File: config.mk
export PLATFORM = sky130hd
export DESIGN_NAME = frame_lane_router_flat
export DESIGN_NICKNAME = d
export VERILOG_FILES = /design/src/rtl/frame_lane_router_if.sv /design/src/rtl/frame_lane_router.sv /design/src/flat_wrapper.sv
export SDC_FILE = /design/constraint.sdc
export NUM_CORES = 1
export LEC_CHECK = 0
export ABC_AREA = 1
export BUFFER_PORTS_ARGS = -buffer_cell sky130_fd_sc_hd__buf_2
export CAP_MARGIN = 20
export CORE_MARGIN = 10
export CORE_UTILIZATION = 38
export CTS_CLUSTER_DIAMETER = 80
export DETAILED_ROUTE_END_ITERATION = 7
export PLACE_DENSITY = 0.58
export SKIP_CTS_REPAIR_TIMING = 1
export SYNTH_ARGS = -nofsm -noshare
export SYNTH_HDL_FRONTEND = slang
export SYNTH_SLANG_ARGS = --single-unit
File: constraint.sdc
create_clock -name clk -period 2 [get_ports clk]
set_input_delay 0.2 -clock clk [delete_from_list [all_inputs] [get_ports clk]]
set_output_delay 0.2 -clock clk [all_outputs]
set_load 0.1 [all_outputs]
File: src/rtl/frame_lane_router_if.sv
// Symbol stream bundle between the upstream source, the frame router and the lane demux.
// Latency: none, this only groups the wires.
// Backpressure: s_ready / m_ready valid-ready handshakes on the two streams.
//
// Ports (signals):
//   s_data/s_sof/s_valid -> router, s_ready <- router  (upstream symbol stream)
//   m_data/m_sel/m_valid/m_last <- router, m_ready -> router  (payload to demux)
// Modports: slave = the router side, master = the environment side.
interface frame_lane_router_if #(
  parameter int DATA_W = 5,
  parameter int LANE_W = 2
);
  logic [DATA_W-1:0] s_data;
  logic              s_sof;
  logic              s_valid;
  logic              s_ready;
  logic [DATA_W-1:0] m_data;
  logic [LANE_W-1:0] m_sel;
  logic              m_valid;
  logic              m_last;
  logic              m_ready;

  modport slave (
    input  s_data, s_sof, s_valid, m_ready,
    output s_ready, m_data, m_sel, m_valid, m_last
  );

  modport master (
    output s_data, s_sof, s_valid, m_ready,
    input  s_ready, m_data, m_sel, m_valid, m_last
  );
endinterface

File: src/rtl/frame_lane_router.sv
// Frame router: parses header symbols (lane, length) and forwards payload with a stable lane select.
// Latency: payload accepted at cycle N appears on m_* at cycle N+1; headers produce no beat.
// Backpressure: 1-entry output register, s_ready = ~m_valid | m_ready.
//
// Ports:
//   clk, rst     clock and asynchronous active-high reset
//   bus          frame_lane_router_if.slave (input symbol stream in, payload stream out)
//   busy         high while a frame payload is being collected
//   frame_err    one-cycle pulse on a stray payload symbol or an early header
//   frames_done  saturating count of frames delivered with their full payload
//   err_count    saturating count of framing errors
module frame_lane_router #(
  parameter int DATA_W = 5,
  parameter int LANE_W = 2,
  parameter int CNT_W  = 8
) (
  input  logic                 clk,
  input  logic                 rst,
  frame_lane_router_if.slave   bus,
  output logic                 busy,
  output logic                 frame_err,
  output logic [CNT_W-1:0]     frames_done,
  output logic [CNT_W-1:0]     err_count
);

  localparam int LEN_W = 3;
  localparam int REM_W = LEN_W + 1;  // holds 1..8

  typedef enum logic {
    IDLE    = 1'b0,
    PAYLOAD = 1'b1
  } state_t;

  state_t             state_q, state_nxt;
  logic [LANE_W-1:0]  lane_q, lane_nxt;
  logic [REM_W-1:0]   rem_q, rem_nxt;

  logic               xfer_in;
  logic               load;
  logic               load_last;
  logic               err_evt;
  logic               done_evt;
  logic [LANE_W-1:0]  hdr_lane;
  logic [REM_W-1:0]   hdr_len;

  assign bus.s_ready = ~bus.m_valid | bus.m_ready;
  assign xfer_in     = bus.s_valid & bus.s_ready;
  assign hdr_lane    = bus.s_data[LANE_W-1:0];
  assign hdr_len     = {1'b0, bus.s_data[LANE_W +: LEN_W]} + REM_W'(1);
  assign busy        = (state_q == PAYLOAD);

  always_ff @(posedge clk or posedge rst) begin
    if (rst) begin
      state_q <= IDLE;
      lane_q  <= '0;
      rem_q   <= '0;
    end else begin
      state_q <= state_nxt;
      lane_q  <= lane_nxt;
      rem_q   <= rem_nxt;
    end
  end

  always_comb begin
    state_nxt = state_q;
    lane_nxt  = lane_q;
    rem_nxt   = rem_q;
    load      = 1'b0;
    load_last = 1'b0;
    err_evt   = 1'b0;
    done_evt  = 1'b0;
    unique case (state_q)
      IDLE: begin
        if (xfer_in) begin
          if (bus.s_sof) begin
            lane_nxt  = hdr_lane;
            rem_nxt   = hdr_len;
            state_nxt = PAYLOAD;
          end else begin
            err_evt = 1'b1;  // payload with no open frame is dropped
          end
        end
      end
      PAYLOAD: begin
        if (xfer_in) begin
          if (bus.s_sof) begin
            // Early header: abandon the open frame without an m_last and
            // restart on the new header in the same cycle.
            err_evt  = 1'b1;
            lane_nxt = hdr_lane;
            rem_nxt  = hdr_len;
          end else begin
            load    = 1'b1;
            rem_nxt = rem_q - REM_W'(1);
            if (rem_q == REM_W'(1)) begin
              load_last = 1'b1;
              done_evt  = 1'b1;
              state_nxt = IDLE;
            end
          end
        end
      end
      default: state_nxt = IDLE;
    endcase
  end

  // Output register: m_sel is taken from the latched lane, so it can only
  // change when a new beat is loaded, never while a beat is stalled.
  always_ff @(posedge clk or posedge rst) begin
    if (rst) begin
      bus.m_valid <= 1'b0;
      bus.m_data  <= '0;
      bus.m_sel   <= '0;
      bus.m_last  <= 1'b0;
    end else if (load) begin
      bus.m_valid <= 1'b1;
      bus.m_data  <= bus.s_data;
      bus.m_sel   <= lane_q;
      bus.m_last  <= load_last;
    end else if (bus.m_valid && bus.m_ready) begin
      bus.m_valid <= 1'b0;
    end
  end

  always_ff @(posedge clk or posedge rst) begin
    if (rst) begin
      frame_err   <= 1'b0;
      frames_done <= '0;
      err_count   <= '0;
    end else begin
      frame_err <= err_evt;
      if (done_evt && (frames_done != '1)) frames_done <= frames_done + CNT_W'(1);
      if (err_evt && (err_count != '1))    err_count   <= err_count + CNT_W'(1);
    end
  end

endmodule

File: src/flat_wrapper.sv
// flat-port wrapper written by rule: the top's interface ports become plain ports
module frame_lane_router_flat 
#(
  parameter int DATA_W = 5,
  parameter int LANE_W = 2,
  parameter int CNT_W  = 8
)
  (clk, rst, busy, frame_err, frames_done, err_count, bus_s_data, bus_s_sof, bus_s_valid, bus_m_ready, bus_s_ready, bus_m_data, bus_m_sel, bus_m_valid, bus_m_last);
  frame_lane_router_if #(.DATA_W(DATA_W), .LANE_W(LANE_W)) bus_i ();
  input  logic clk;
  input  logic rst;
  output logic busy;
  output logic frame_err;
  output logic [CNT_W-1:0] frames_done;
  output logic [CNT_W-1:0] err_count;
  input wire logic [$bits(bus_i.s_data)-1:0] bus_s_data;
  input wire logic [$bits(bus_i.s_sof)-1:0] bus_s_sof;
  input wire logic [$bits(bus_i.s_valid)-1:0] bus_s_valid;
  input wire logic [$bits(bus_i.m_ready)-1:0] bus_m_ready;
  output wire logic [$bits(bus_i.s_ready)-1:0] bus_s_ready;
  output wire logic [$bits(bus_i.m_data)-1:0] bus_m_data;
  output wire logic [$bits(bus_i.m_sel)-1:0] bus_m_sel;
  output wire logic [$bits(bus_i.m_valid)-1:0] bus_m_valid;
  output wire logic [$bits(bus_i.m_last)-1:0] bus_m_last;
  assign bus_i.s_data = bus_s_data;
  assign bus_i.s_sof = bus_s_sof;
  assign bus_i.s_valid = bus_s_valid;
  assign bus_i.m_ready = bus_m_ready;
  assign bus_s_ready = bus_i.s_ready;
  assign bus_m_data = bus_i.m_data;
  assign bus_m_sel = bus_i.m_sel;
  assign bus_m_valid = bus_i.m_valid;
  assign bus_m_last = bus_i.m_last;
  frame_lane_router #(.DATA_W(DATA_W), .LANE_W(LANE_W), .CNT_W(CNT_W)) u_core (.clk(clk), .rst(rst), .bus(bus_i), .busy(busy), .frame_err(frame_err), .frames_done(frames_done), .err_count(err_count));
endmodule
==> impl_metrics.toml <==
[pwr]
sw_frac_of_total = 0.556
ir_worst_vdd_mv = 1.07
intPower_mw = 1.37
report.power.total_mw = 3.08
p_seq_frac = 0.319
p_switching_mw = 1.71
power_frac_clock = 0.160
p_leak_nw = 1.21
p_comb_frac = 0.521
powerDensity_mw_per_mm2 = 1410

[clocking]
cts_root_buffer = "clkbuf_8"
cts_htree_levels = 2
cts_buffer_depth = 2
clock_sinks = 33
clk_latency_ns = 0.29
cts_tree = "yes"
path_clk_slew_ns = 0.07
cts_buffers = 5

[timing]
drv_slew = 0
tightest_slew_ns = 0.497
slew_headroom = 0.671
setup_tns_ns = 0
hold_viol_final = 29
skew_ns = 0.00557
setup_viol = 0
period_needed_ns = 1.49
fin_crit_sh = 0.743
holdWs_ns = -0.0154
max_freq_mhz = 673
rsz0062_at_grt = "no"

[yosys]
async_flop_share = 1.00
syn_area_sq_mm = 0.00184
synth_area_leaders = "dfrtp_1 45%, nand2_1 19%, nand3_1 4.1%, nand2_2 3.7%, inv_1 3.5%"
synth-edff-count = 0
syn_area_per_cell_sq_um = 8.02
ys.flop_type = "dfrtp_1"
yosysUniqueCellTypes = 27
syn_inst = 229
syn_nets = 244
ys_seq_elements = 33
yosys.area.top_type = "dfrtp_1"
synthDominantCellAreaShare = 0.450
synthTopCellsByCount = "95 x nand2_1, 33 x dfrtp_1, 17 x inv_1"
synthMostInstantiatedCell = "nand2_1"
yosysWarnings = 0
ys_seq_area_frac = 0.450

[route]
routed_wl_microns = 4060
drc_errors = 0
vias = 1526
first_pass_iters = 4
wire_per_inst_microns = 12.4
drt_iter0_drc = 78
ant_nets = 0
viasPerCell = 4.65

[critical_path]
crit_arrival_ns = 1.29
crit_buf_inv = 1
critical_path.slowest_cell = "buf_2"
max_stage_delay_ns = 0.44
worstSetupEndpointType = "output port"
path_delay_family = "buffers and inverters"
path_cells = "nand2_2 -> buf_2"
crit_fanout = 4
worstPathRequired_ns = 1.80
critPathLaunchType = "flop"
path_class = "flop to output port"

[floorplanning]
die_y_microns = 89.5
io_pins = 38
start_util = 0.391
die_area_sq_mm = 0.00801
num_rows = 25
core_area_sq_mm = 0.00469
fp.dieW_microns = 89.5

[placed_design]
dpl.hpwl_microns = 3070
placed_area_sq_mm = 0.00210
place.gp.congestion = 0.837
io_buffers = 37

[min_path]
hold_path_class = "input pin to async pin"

[finish]
fill_cells = 486
finalNetCount = 288
design_area_sq_mm = 0.00218
area_growth_pct = 18.7
final_core_util = 0.465
antenna_cells = 0
drive_above_1_share = 0.274

[global_routing]
grt_pass1_wl_microns = 7160
grt_max_degree = 34
grt_pass1_vias = 1554
track_usage = 0.114
antenna_found_initial = 0
overflow = 0

[flow_run]
drv_cap = 0

[run_status]
violations = "hold timing"
status = "finished, violations left"
-- path summary, 6_finish.rpt --
| kind | startpoint | end | slack (ns) | depth (start not counted) |
|---|---|---|---|---|
| setup / recovery | u_core.bus.m_valid | bus_s_ready | 0.51 | 2 |
| setup reg to reg | u_core.frames_done[0] | u_core.frames_done[7] | 0.62 | 7 |
| hold reg to reg | u_core.lane_q[1] | u_core.bus.m_sel[1] | 0.48 | 2 |
| hold / removal | rst | u_core.err_count[1] | -0.02 | 3 |
| max in group asynchronous | rst | u_core.bus.m_valid | 1.69 | 3 |
| min in group clk | bus_s_data[3] | u_core.bus.m_data[3] | 0.15 | 3 |
-- final cells by class --
cell class / instances / area (sq um) / area share
multi-input cells: 172 / 906 / 0.416
flip-flops and latches: 33 / 832 / 0.382
repair buffers: 38 / 193 / 0.0884
inverters: 23 / 98.8 / 0.0454
clock buffers: 6 / 72.6 / 0.0333
well taps: 54 / 67.6 / 0.0310
clock inverters: 2 / 10.0 / 0.00459
-- state kept, by name (all words and copies together), names as in the netlist --
signal	count
u_core.bus.m_data	5
u_core.bus.m_last	1
u_core.bus.m_valid	1
u_core.rem_q	4
u_core.lane_q	2
u_core.err_count	8
u_core.frame_err	1
u_core.frames_done	8
u_core.busy	1
u_core.bus.m_sel	2
-- through the flow --
| stage | worst slack (ns) | instances |
|---|---|---|
| global placement | 0.636 | 320 |
| CTS | 0.495 | 328 |
| detailed placement | 0.623 | 320 |
| floorplan | 0.0498 | 229 |
| global route | 0.435 | 328 |
| finish | 0.514 | 328 |
-- power by group through the flow --
| stage | sequential, mW | combinational (mW) | clock, mW |
|---|---|---|---|
| finish | 0.985 | 1.61 | 0.492 |
| global route | 1.02 | 1.71 | 0.548 |
| CTS | 0.986 | 1.63 | 0.515 |
| detailed placement | 0.998 | 1.62 | 0 |
| global placement | 0.996 | 1.62 | 0 |
| floorplan | 1.89 | 0.448 | 0 |
-- layout by cell type (no fill, tap or decap) --
cell type  instances
a21boi_1           1
a21boi_2           1
a21oi_1            1
buf_2             37
buf_4              1
clkbuf_1           1
clkbuf_8           5
clkinv_1           2
clkinv_2           2
clkinv_8           1
dfrtp_1           28
dfrtp_2            5
ha_1               5
inv_1             17
inv_2              3
nand2_1           95
nand2_2           11
nand2_4            2
nand2_8            1
nand3_1           15
nand3_2            1
nand3_4            1
nand3b_1           3
nor2_1            10
nor2_2             1
nor2_4             1
nor2_8             2
nor3_1             1
o21ai_0           10
o21ai_1            3
xnor2_1            6
xor2_1             1
-- cells by family after synthesis --
group | after synthesis | share of synthesized area
buffers and inverters | 24 | 0.0566
XOR/XNOR | 7 | 0.0334
AO/OA/AOI/OAI | 16 | 0.0484
adder cells (fa/ha/maj) | 5 | 0.0341
AND/OR/NAND/NOR | 144 | 0.378
flip-flops | 33 | 0.450
-- worst reg2reg max path, delay by kind of cell (launching register included) --
family / cells / cell delay, ns
adders and majority gates: 1 / 0.21
DFF: 1 / 0.39
and+or+nand+nor: 6 / 0.73
-- per-layer routing --
metal | global-route usage | vias up | wire (microns)
li1 | - | 800 | -
met1 | 0.142 | 689 | 1950
met2 | 0.180 | 29 | 1830
met3 | 0.0346 | 8 | 215
met4 | 0.0419 | 0 | 61
met5 | 0 | - | 0
(Power assumes the default switching activity.)
